**src/rtl/barrel_thread_scheduler_if.sv**
```systemverilog
// Issue, writeback and start/halt bundle for the barrel thread scheduler.
// Counter select/value signals exist only when BARREL_SCHED_PERF_EN is defined.
interface barrel_thread_scheduler_if #(
    parameter int NUM_THREADS = 16,
    parameter int PC_WIDTH    = 12
);
    localparam int TW = $clog2(NUM_THREADS);

    logic                   start_i;
    logic [NUM_THREADS-1:0] start_mask_i;
    logic                   halt_i;
    logic [NUM_THREADS-1:0] halt_mask_i;
    logic                   wb_valid_i;
    logic [TW-1:0]          wb_tid_i;
    logic [PC_WIDTH-1:0]    wb_pc_i;
    logic                   issue_valid_o;
    logic [TW-1:0]          issue_tid_o;
    logic [PC_WIDTH-1:0]    issue_pc_o;
    logic [NUM_THREADS-1:0] running_o;
    logic                   drained_o;
`ifdef BARREL_SCHED_PERF_EN
    logic [TW-1:0]          cnt_sel_i;
    logic [31:0]            cnt_value_o;

    modport master (
        output start_i, start_mask_i, halt_i, halt_mask_i,
        output wb_valid_i, wb_tid_i, wb_pc_i, cnt_sel_i,
        input  issue_valid_o, issue_tid_o, issue_pc_o,
        input  running_o, drained_o, cnt_value_o
    );
    modport slave (
        input  start_i, start_mask_i, halt_i, halt_mask_i,
        input  wb_valid_i, wb_tid_i, wb_pc_i, cnt_sel_i,
        output issue_valid_o, issue_tid_o, issue_pc_o,
        output running_o, drained_o, cnt_value_o
    );
`else
    modport master (
        output start_i, start_mask_i, halt_i, halt_mask_i,
        output wb_valid_i, wb_tid_i, wb_pc_i,
        input  issue_valid_o, issue_tid_o, issue_pc_o,
        input  running_o, drained_o
    );
    modport slave (
        input  start_i, start_mask_i, halt_i, halt_mask_i,
        input  wb_valid_i, wb_tid_i, wb_pc_i,
        output issue_valid_o, issue_tid_o, issue_pc_o,
        output running_o, drained_o
    );
`endif
endinterface

```
**src/rtl/barrel_thread_scheduler.sv**
```systemverilog
// Round-robin barrel thread issue scheduler with start/halt and drain FSM.
// Optional per-thread issue counters when BARREL_SCHED_PERF_EN is defined.
module barrel_thread_scheduler #(
    parameter int                  NUM_THREADS     = 16,
    parameter int                  NUM_PIPE_STAGES = 16,
    parameter int                  PC_WIDTH        = 12,
    parameter logic [PC_WIDTH-1:0] STARTUP_ADDR    = '0
) (
    input logic                      clk,
    input logic                      reset_n,
    barrel_thread_scheduler_if.slave bus
);
    localparam int TW = $clog2(NUM_THREADS);
    localparam int DW = $clog2(NUM_PIPE_STAGES + 1);

    if (NUM_THREADS < NUM_PIPE_STAGES) begin : g_bad_cfg
        $error("NUM_THREADS must be >= NUM_PIPE_STAGES");
    end

    typedef enum logic [1:0] {IDLE, RUN, DRAIN} state_t;

    state_t                 state_q, state_d;
    logic [DW-1:0]          drain_q, drain_d;
    logic [TW-1:0]          slot_q;
    logic [NUM_THREADS-1:0] run_q, run_d;
    logic [NUM_THREADS-1:0] start_eff, halt_eff, load_mask;
    logic [PC_WIDTH-1:0]    pc_q [NUM_THREADS];
    logic                   wb_hit, bypass;

    // Halt beats start for any thread named in both masks.
    always_comb begin
        halt_eff  = bus.halt_i ? bus.halt_mask_i : '0;
        start_eff = bus.start_i ? (bus.start_mask_i & ~halt_eff) : '0;
        load_mask = start_eff & ~run_q;
        run_d     = (run_q | start_eff) & ~halt_eff;
        wb_hit    = bus.wb_valid_i
                 && (32'(bus.wb_tid_i) < NUM_THREADS)
                 && run_q[bus.wb_tid_i];
        bypass    = wb_hit && (bus.wb_tid_i == slot_q);
    end

    always_comb begin
        state_d = state_q;
        drain_d = drain_q;
        unique case (state_q)
            IDLE: begin
                if (|start_eff) state_d = RUN;
            end
            RUN: begin
                if (run_d == '0) begin
                    state_d = DRAIN;
                    drain_d = DW'(NUM_PIPE_STAGES);
                end
            end
            DRAIN: begin
                if (|start_eff) begin
                    state_d = RUN;
                    drain_d = '0;
                end else if (drain_q <= DW'(1)) begin
                    state_d = IDLE;
                    drain_d = '0;
                end else begin
                    drain_d = drain_q - DW'(1);
                end
            end
            default: begin
                state_d = IDLE;
                drain_d = '0;
            end
        endcase
    end

    always_ff @(posedge clk or negedge reset_n) begin
        if (!reset_n) begin
            state_q           <= IDLE;
            drain_q           <= '0;
            slot_q            <= '0;
            run_q             <= '0;
            bus.issue_valid_o <= 1'b0;
            bus.issue_tid_o   <= '0;
            bus.issue_pc_o    <= STARTUP_ADDR;
            for (int i = 0; i < NUM_THREADS; i++) pc_q[i] <= STARTUP_ADDR;
        end else begin
            state_q <= state_d;
            drain_q <= drain_d;
            run_q   <= run_d;
            slot_q  <= (slot_q == TW'(NUM_THREADS - 1)) ? '0 : slot_q + TW'(1);
            for (int i = 0; i < NUM_THREADS; i++) begin
                if (load_mask[i])
                    pc_q[i] <= STARTUP_ADDR;
                else if (wb_hit && (bus.wb_tid_i == TW'(i)))
                    pc_q[i] <= bus.wb_pc_i;
            end
            bus.issue_valid_o <= run_q[slot_q] && (state_q != IDLE);
            bus.issue_tid_o   <= slot_q;
            bus.issue_pc_o    <= bypass ? bus.wb_pc_i : pc_q[slot_q];
        end
    end

    assign bus.running_o = run_q;
    assign bus.drained_o = (state_q == IDLE);

`ifdef BARREL_SCHED_PERF_EN
    logic [31:0] cnt_q [NUM_THREADS];

    always_ff @(posedge clk or negedge reset_n) begin
        if (!reset_n) begin
            bus.cnt_value_o <= '0;
            for (int i = 0; i < NUM_THREADS; i++) cnt_q[i] <= '0;
        end else begin
            for (int i = 0; i < NUM_THREADS; i++) begin
                if (load_mask[i])
                    cnt_q[i] <= '0;
                else if (bus.issue_valid_o && (bus.issue_tid_o == TW'(i)))
                    cnt_q[i] <= cnt_q[i] + 32'd1;
            end
            bus.cnt_value_o <= (32'(bus.cnt_sel_i) < NUM_THREADS)
                             ? cnt_q[bus.cnt_sel_i] : '0;
        end
    end
`endif
endmodule

```
**src/flat_wrapper.sv**
```systemverilog
// flat-port wrapper written by rule: the top's interface ports become plain ports
module barrel_thread_scheduler_flat 
#(
    parameter int                  NUM_THREADS     = 16,
    parameter int                  NUM_PIPE_STAGES = 16,
    parameter int                  PC_WIDTH        = 12,
    parameter logic [PC_WIDTH-1:0] STARTUP_ADDR    = '0
)
  (clk, reset_n, bus_start_i, bus_start_mask_i, bus_halt_i, bus_halt_mask_i, bus_wb_valid_i, bus_wb_tid_i, bus_wb_pc_i, bus_issue_valid_o, bus_issue_tid_o, bus_issue_pc_o, bus_running_o, bus_drained_o);
  barrel_thread_scheduler_if #(.NUM_THREADS(NUM_THREADS), .PC_WIDTH(PC_WIDTH)) bus_i ();
  input logic clk;
  input logic reset_n;
  input wire logic [$bits(bus_i.start_i)-1:0] bus_start_i;
  input wire logic [$bits(bus_i.start_mask_i)-1:0] bus_start_mask_i;
  input wire logic [$bits(bus_i.halt_i)-1:0] bus_halt_i;
  input wire logic [$bits(bus_i.halt_mask_i)-1:0] bus_halt_mask_i;
  input wire logic [$bits(bus_i.wb_valid_i)-1:0] bus_wb_valid_i;
  input wire logic [$bits(bus_i.wb_tid_i)-1:0] bus_wb_tid_i;
  input wire logic [$bits(bus_i.wb_pc_i)-1:0] bus_wb_pc_i;
  output wire logic [$bits(bus_i.issue_valid_o)-1:0] bus_issue_valid_o;
  output wire logic [$bits(bus_i.issue_tid_o)-1:0] bus_issue_tid_o;
  output wire logic [$bits(bus_i.issue_pc_o)-1:0] bus_issue_pc_o;
  output wire logic [$bits(bus_i.running_o)-1:0] bus_running_o;
  output wire logic [$bits(bus_i.drained_o)-1:0] bus_drained_o;
  assign bus_i.start_i = bus_start_i;
  assign bus_i.start_mask_i = bus_start_mask_i;
  assign bus_i.halt_i = bus_halt_i;
  assign bus_i.halt_mask_i = bus_halt_mask_i;
  assign bus_i.wb_valid_i = bus_wb_valid_i;
  assign bus_i.wb_tid_i = bus_wb_tid_i;
  assign bus_i.wb_pc_i = bus_wb_pc_i;
  assign bus_issue_valid_o = bus_i.issue_valid_o;
  assign bus_issue_tid_o = bus_i.issue_tid_o;
  assign bus_issue_pc_o = bus_i.issue_pc_o;
  assign bus_running_o = bus_i.running_o;
  assign bus_drained_o = bus_i.drained_o;
  barrel_thread_scheduler #(.NUM_THREADS(NUM_THREADS), .NUM_PIPE_STAGES(NUM_PIPE_STAGES), .PC_WIDTH(PC_WIDTH), .STARTUP_ADDR(STARTUP_ADDR)) u_core (.clk(clk), .reset_n(reset_n), .bus(bus_i));
endmodule
```
**config.mk**
```make
export PLATFORM = sky130hd
export DESIGN_NAME = barrel_thread_scheduler_flat
export DESIGN_NICKNAME = d
export VERILOG_FILES = /design/src/rtl/barrel_thread_scheduler_if.sv /design/src/rtl/barrel_thread_scheduler.sv /design/src/flat_wrapper.sv
export SDC_FILE = /design/constraint.sdc
export NUM_CORES = 1
export LEC_CHECK = 0
export ABC_AREA = 1
export BUFFER_PORTS_ARGS = -buffer_cell sky130_fd_sc_hd__buf_2
export CORE_MARGIN = 1.5
export CORE_UTILIZATION = 40
export CTS_CLUSTER_SIZE = 24
export DETAILED_ROUTE_END_ITERATION = 6
export SETUP_SLACK_MARGIN = 0.3
export SLEW_MARGIN = 20
export SYNTH_ARGS = -nofsm -noshare
export SYNTH_HDL_FRONTEND = slang
export SYNTH_SLANG_ARGS = --single-unit
```
**constraint.sdc**
```tcl
create_clock -name clk -period 1.7 [get_ports clk]
set_input_delay 0.425 -clock clk [delete_from_list [all_inputs] [get_ports clk]]
set_output_delay 0.425 -clock clk [all_outputs]
set_load 0.01 [all_outputs]
```
==> impl_summary.md <==
Outcome
The run finished, with violations left. The checks that failed: setup timing.

Drt
The detail route stage leaves a number of antenna-violating nets equal to 0. The number of detailed-route iterations in the first pass is 6. The first routing iteration left 1,819 violations. The total number of vias is 14.3k.

The final layout contains routed wiring with a total length of 51,500 microns. The final routed wire length divided by cell count is 21.4 microns. For this run, design rule violations remaining after detail routing come to 0.

Dividing the detail-routed via count by the number of cells gives 5.92.

Clocking
The clock root buffer master is sky130_fd_sc_hd__clkbuf_16. The number of buffers on the longest clock path is 3. The tree built by TritonCTS fans out to 236 sinks. The worst-skew pair later-pin latency is 560 ps. CTS built an H-tree with a depth of 1. The TritonCTS clock tree is built. Buffers inserted during clock tree synthesis total 28. Clock-pin slew was measured on the worst setup and hold paths at 60 ps.

STA
Measured against its own limit, the worst slew margin works out to 67.5%. The worst setup margin is -213 ps. Across the routed clock network, the largest skew measured is 12.9 ps.

The number of pins with negative max-slew slack in the final report is 0. Setup repair after global routing could not meet its margin everywhere. For the pin with the worst max-slew slack, the measured transition is 482 ps. The total negative slack is -9550 ps. Dividing the final minimum period by the clock period gives 113%. The final hold violation count is 0. Setup violations remaining at the end of the flow were counted as 175. The fmax is 523 MHz.

After layout, the minimum clock period comes to 1910 ps.

Setup path
The data arrival time at the worst-slack endpoint is 2350 ps. The critical path is of the register to register type. The kind of start point of the critical path is a register. The worst endpoint required time is 2140 ps.

The kind of end point of the critical path is a register. The maximum net fanout on the critical path is 22.

Synth
The post-synthesis area per instance is 8.16 sq um. The number of nets in the synthesized netlist is 1,733. The number of instances in the synthesized netlist is 1,673.

The count of state elements after synthesis is 236. The yosys synthesis warning count is 0. Among all cell types in the netlist, the one instantiated most often is sky130_fd_sc_hd__nand2_1.

After synthesis, the share of flip-flops with an asynchronous set or reset is 100%. The most used flip-flop cell after synthesis is sky130_fd_sc_hd__dfrtp_1. After synthesis, the most frequently instantiated cells are sky130_fd_sc_hd__nand2_1 (375), sky130_fd_sc_hd__dfrtp_1 (236), sky130_fd_sc_hd__nand4_1 (226). In the post-synthesis netlist, the biggest area contributors are sky130_fd_sc_hd__dfrtp_1 (43%), sky130_fd_sc_hd__nand4_1 (10%), sky130_fd_sc_hd__nand2_1 (10%).

The netlist uses 31 different library cells. Of the synthesized area, sequential elements account for 43.3%. Summing every instance area after synthesis gives 13,700 sq um.

The number of flops mapped to enable cells by yosys is 0. The top cell type by total area after synthesis is sky130_fd_sc_hd__dfrtp_1. The area fraction of the dominant cell type after synthesis is 43.3%.

Layout
The final layout net count is 2,002. The share of final-layout standard cells stronger than drive strength 1 is 37.3%. The post-route core utilization is 58.1%. The filler cells instantiated in the layout total 2,899.

From synthesis to final layout, the design area changed by 42.7%. The multi-input combinational cells in the finished layout cover a total of 7520 sq um. The combined flip-flop and latch cell area is 5910 sq um. The repair_antennas step left the layout with diodes totalling 0.

Placed design
The count of buffers from port buffering is 86. The worst slack at placement is -467 ps. Routability-driven placement finished with a final weighted congestion of 0.939. The total half-perimeter wirelength after legalization and detailed placement is 32,300 microns.

Die
For this design the top-level I/O count stands at 87. The site row count is 67. After floorplanning, the core was sized to cover 33,500 sq um. The width of the die is 188 microns. The die covers 35,200 sq um. The starting density of the core is 40.7%.

The die height is 188 microns.

GRT
The pin count of the biggest net entering global routing is 52. The wire length of the first global-routing pass is 78,800 microns. Global routing finished with a remaining overflow of 0.

The via count of the first global-routing pass was 13.5k. The number of antenna violations at the first check in global routing was 3. The overall track demand over capacity in global routing is 28.5%.

Power and ir drop
The analysis attributes to cell leakage a power of 9.31 nW. The power consumption is 0.0175 W. IR analysis of the VDD net gives a maximum drop of 0.000766 V. The power density normalized to cell area is 901 nW/um^2.

Job
The tool flagged a number of max-cap violations equal to 0.

Hold path
The class of the tightest hold or removal check is input pin to register.
==> cell families (layout without fill, tap and decap cells) <==
group | Yosys count | after routing | synth area share (%)
buf+inv | 235 | 507 | 9.06
flops | 236 | 236 | 43.3
compound gates | 185 | 185 | 7.63
fa+ha+maj | 7 | 7 | 0.642
xor+xnor | 6 | 6 | 0.385
simple gates | 1004 | 1021 | 39.0
==> worst max-delay path, cell delays in order, from the launching register on <==
cell and delay (ps):
sky130_fd_sc_hd__dfrtp_4 530, sky130_fd_sc_hd__buf_12 180, sky130_fd_sc_hd__buf_12 150, sky130_fd_sc_hd__buf_4 160
sky130_fd_sc_hd__o21ai_1 140, sky130_fd_sc_hd__o211ai_1 120, sky130_fd_sc_hd__o211ai_1 120, sky130_fd_sc_hd__buf_4 160
sky130_fd_sc_hd__nand2_1 80, sky130_fd_sc_hd__nand2_1 80, sky130_fd_sc_hd__nand2_1 70
==> routing by layer <==
metal	global-route usage, %	part of all wire [%]
met1	40.3	42
met2	43.3	45
met3	4.79	9.4
met4	11.4	3.8
met5	0	0.037
==> per-stage QoR <==
stage | cell area [sq um] | std cells | hold slack [ps]
3_5_place_dp | 16100 | 2255 | 366
3_3_place_gp | 16100 | 2255 | 352
4_1_cts | 18900 | 2390 | 153
5_1_grt | 19500 | 2410 | 199
6_report | 19500 | 2410 | 169
2_1_floorplan | 14000 | 1673 | 129
==> cells in the final DEF (no fill, tap or decap), types with 10 or more instances in the layout <==
cell / n
sky130_fd_sc_hd__buf_12: 56
sky130_fd_sc_hd__buf_4: 173
sky130_fd_sc_hd__nand2_1: 344
sky130_fd_sc_hd__nand3_2: 170
sky130_fd_sc_hd__buf_2: 70
sky130_fd_sc_hd__nand2_2: 23
sky130_fd_sc_hd__nand3_1: 68
sky130_fd_sc_hd__a21oi_1: 20
sky130_fd_sc_hd__nand4_1: 226
sky130_fd_sc_hd__nor2_1: 128
sky130_fd_sc_hd__nor2_2: 10
sky130_fd_sc_hd__o21ai_1: 26
sky130_fd_sc_hd__dfrtp_1: 231
sky130_fd_sc_hd__nand3_4: 31
sky130_fd_sc_hd__buf_6: 63
sky130_fd_sc_hd__o211ai_1: 35
sky130_fd_sc_hd__nand2_4: 10
sky130_fd_sc_hd__clkbuf_16: 32
sky130_fd_sc_hd__buf_16: 19
sky130_fd_sc_hd__inv_1: 49
sky130_fd_sc_hd__o21ai_0: 76
==> repair_timing <==
| action | in CTS | in global routing |
|---|---|---|
| pin swaps | 157 | 49 |
| hold buffers | 1 | 0 |
| buffers inserted | 50 | 16 |
| resized for setup | 203 | 80 |
| cloned | 34 | 4 |
| setup endpoints to repair | 247 | 246 |
| hold endpoints to repair | 36 | 0 |
==> state kept, by name, summed over array words and instances, names as in the netlist <==
signal and count:
u_core.slot_q 4, u_core.bus.issue_tid_o 4, u_core.bus.running_o 16, u_core.bus.issue_valid_o 1
u_core.drain_q 5, u_core.state_q 2, u_core.pc_q 192, u_core.bus.issue_pc_o 12
==> where the power goes <==
| part | switching (W) | leakage, nW | internal, W |
|---|---|---|---|
| sequential | 0.000320 | 3.22 | 0.00603 |
| combinational | 0.00237 | 5.59 | 0.00220 |
| clock | 0.00250 | 0.501 | 0.00412 |
| total | 0.00519 | 9.31 | 0.0124 |
==> layout make-up <==
type | instances | area share, %
clock buffer | 34 | 3.98
clock inverter | 16 | 1.19
inverter | 64 | 1.36
multi-input combinational | 1219 | 38.6
sequential | 236 | 30.4
tap | 448 | 2.88
timing repair buffer | 393 | 21.6
==> final timing paths <==
kind	start	end	slack, ps	depth (start not counted)
max	u_core.slot_q[0]	u_core.bus.issue_pc_o[8]	-210	10
min	bus_halt_mask_i[0]	u_core.bus.running_o[0]	170	4
max reg2reg	u_core.slot_q[0]	u_core.bus.issue_pc_o[8]	-210	10
min reg2reg	u_core.pc_q[156]	u_core.pc_q[156]	490	2
max in group asynchronous	reset_n	u_core.pc_q[154]	710	3
min in group asynchronous	reset_n	u_core.bus.issue_tid_o[0]	370	2
Note: power is estimated with default switching activity, not from simulation.
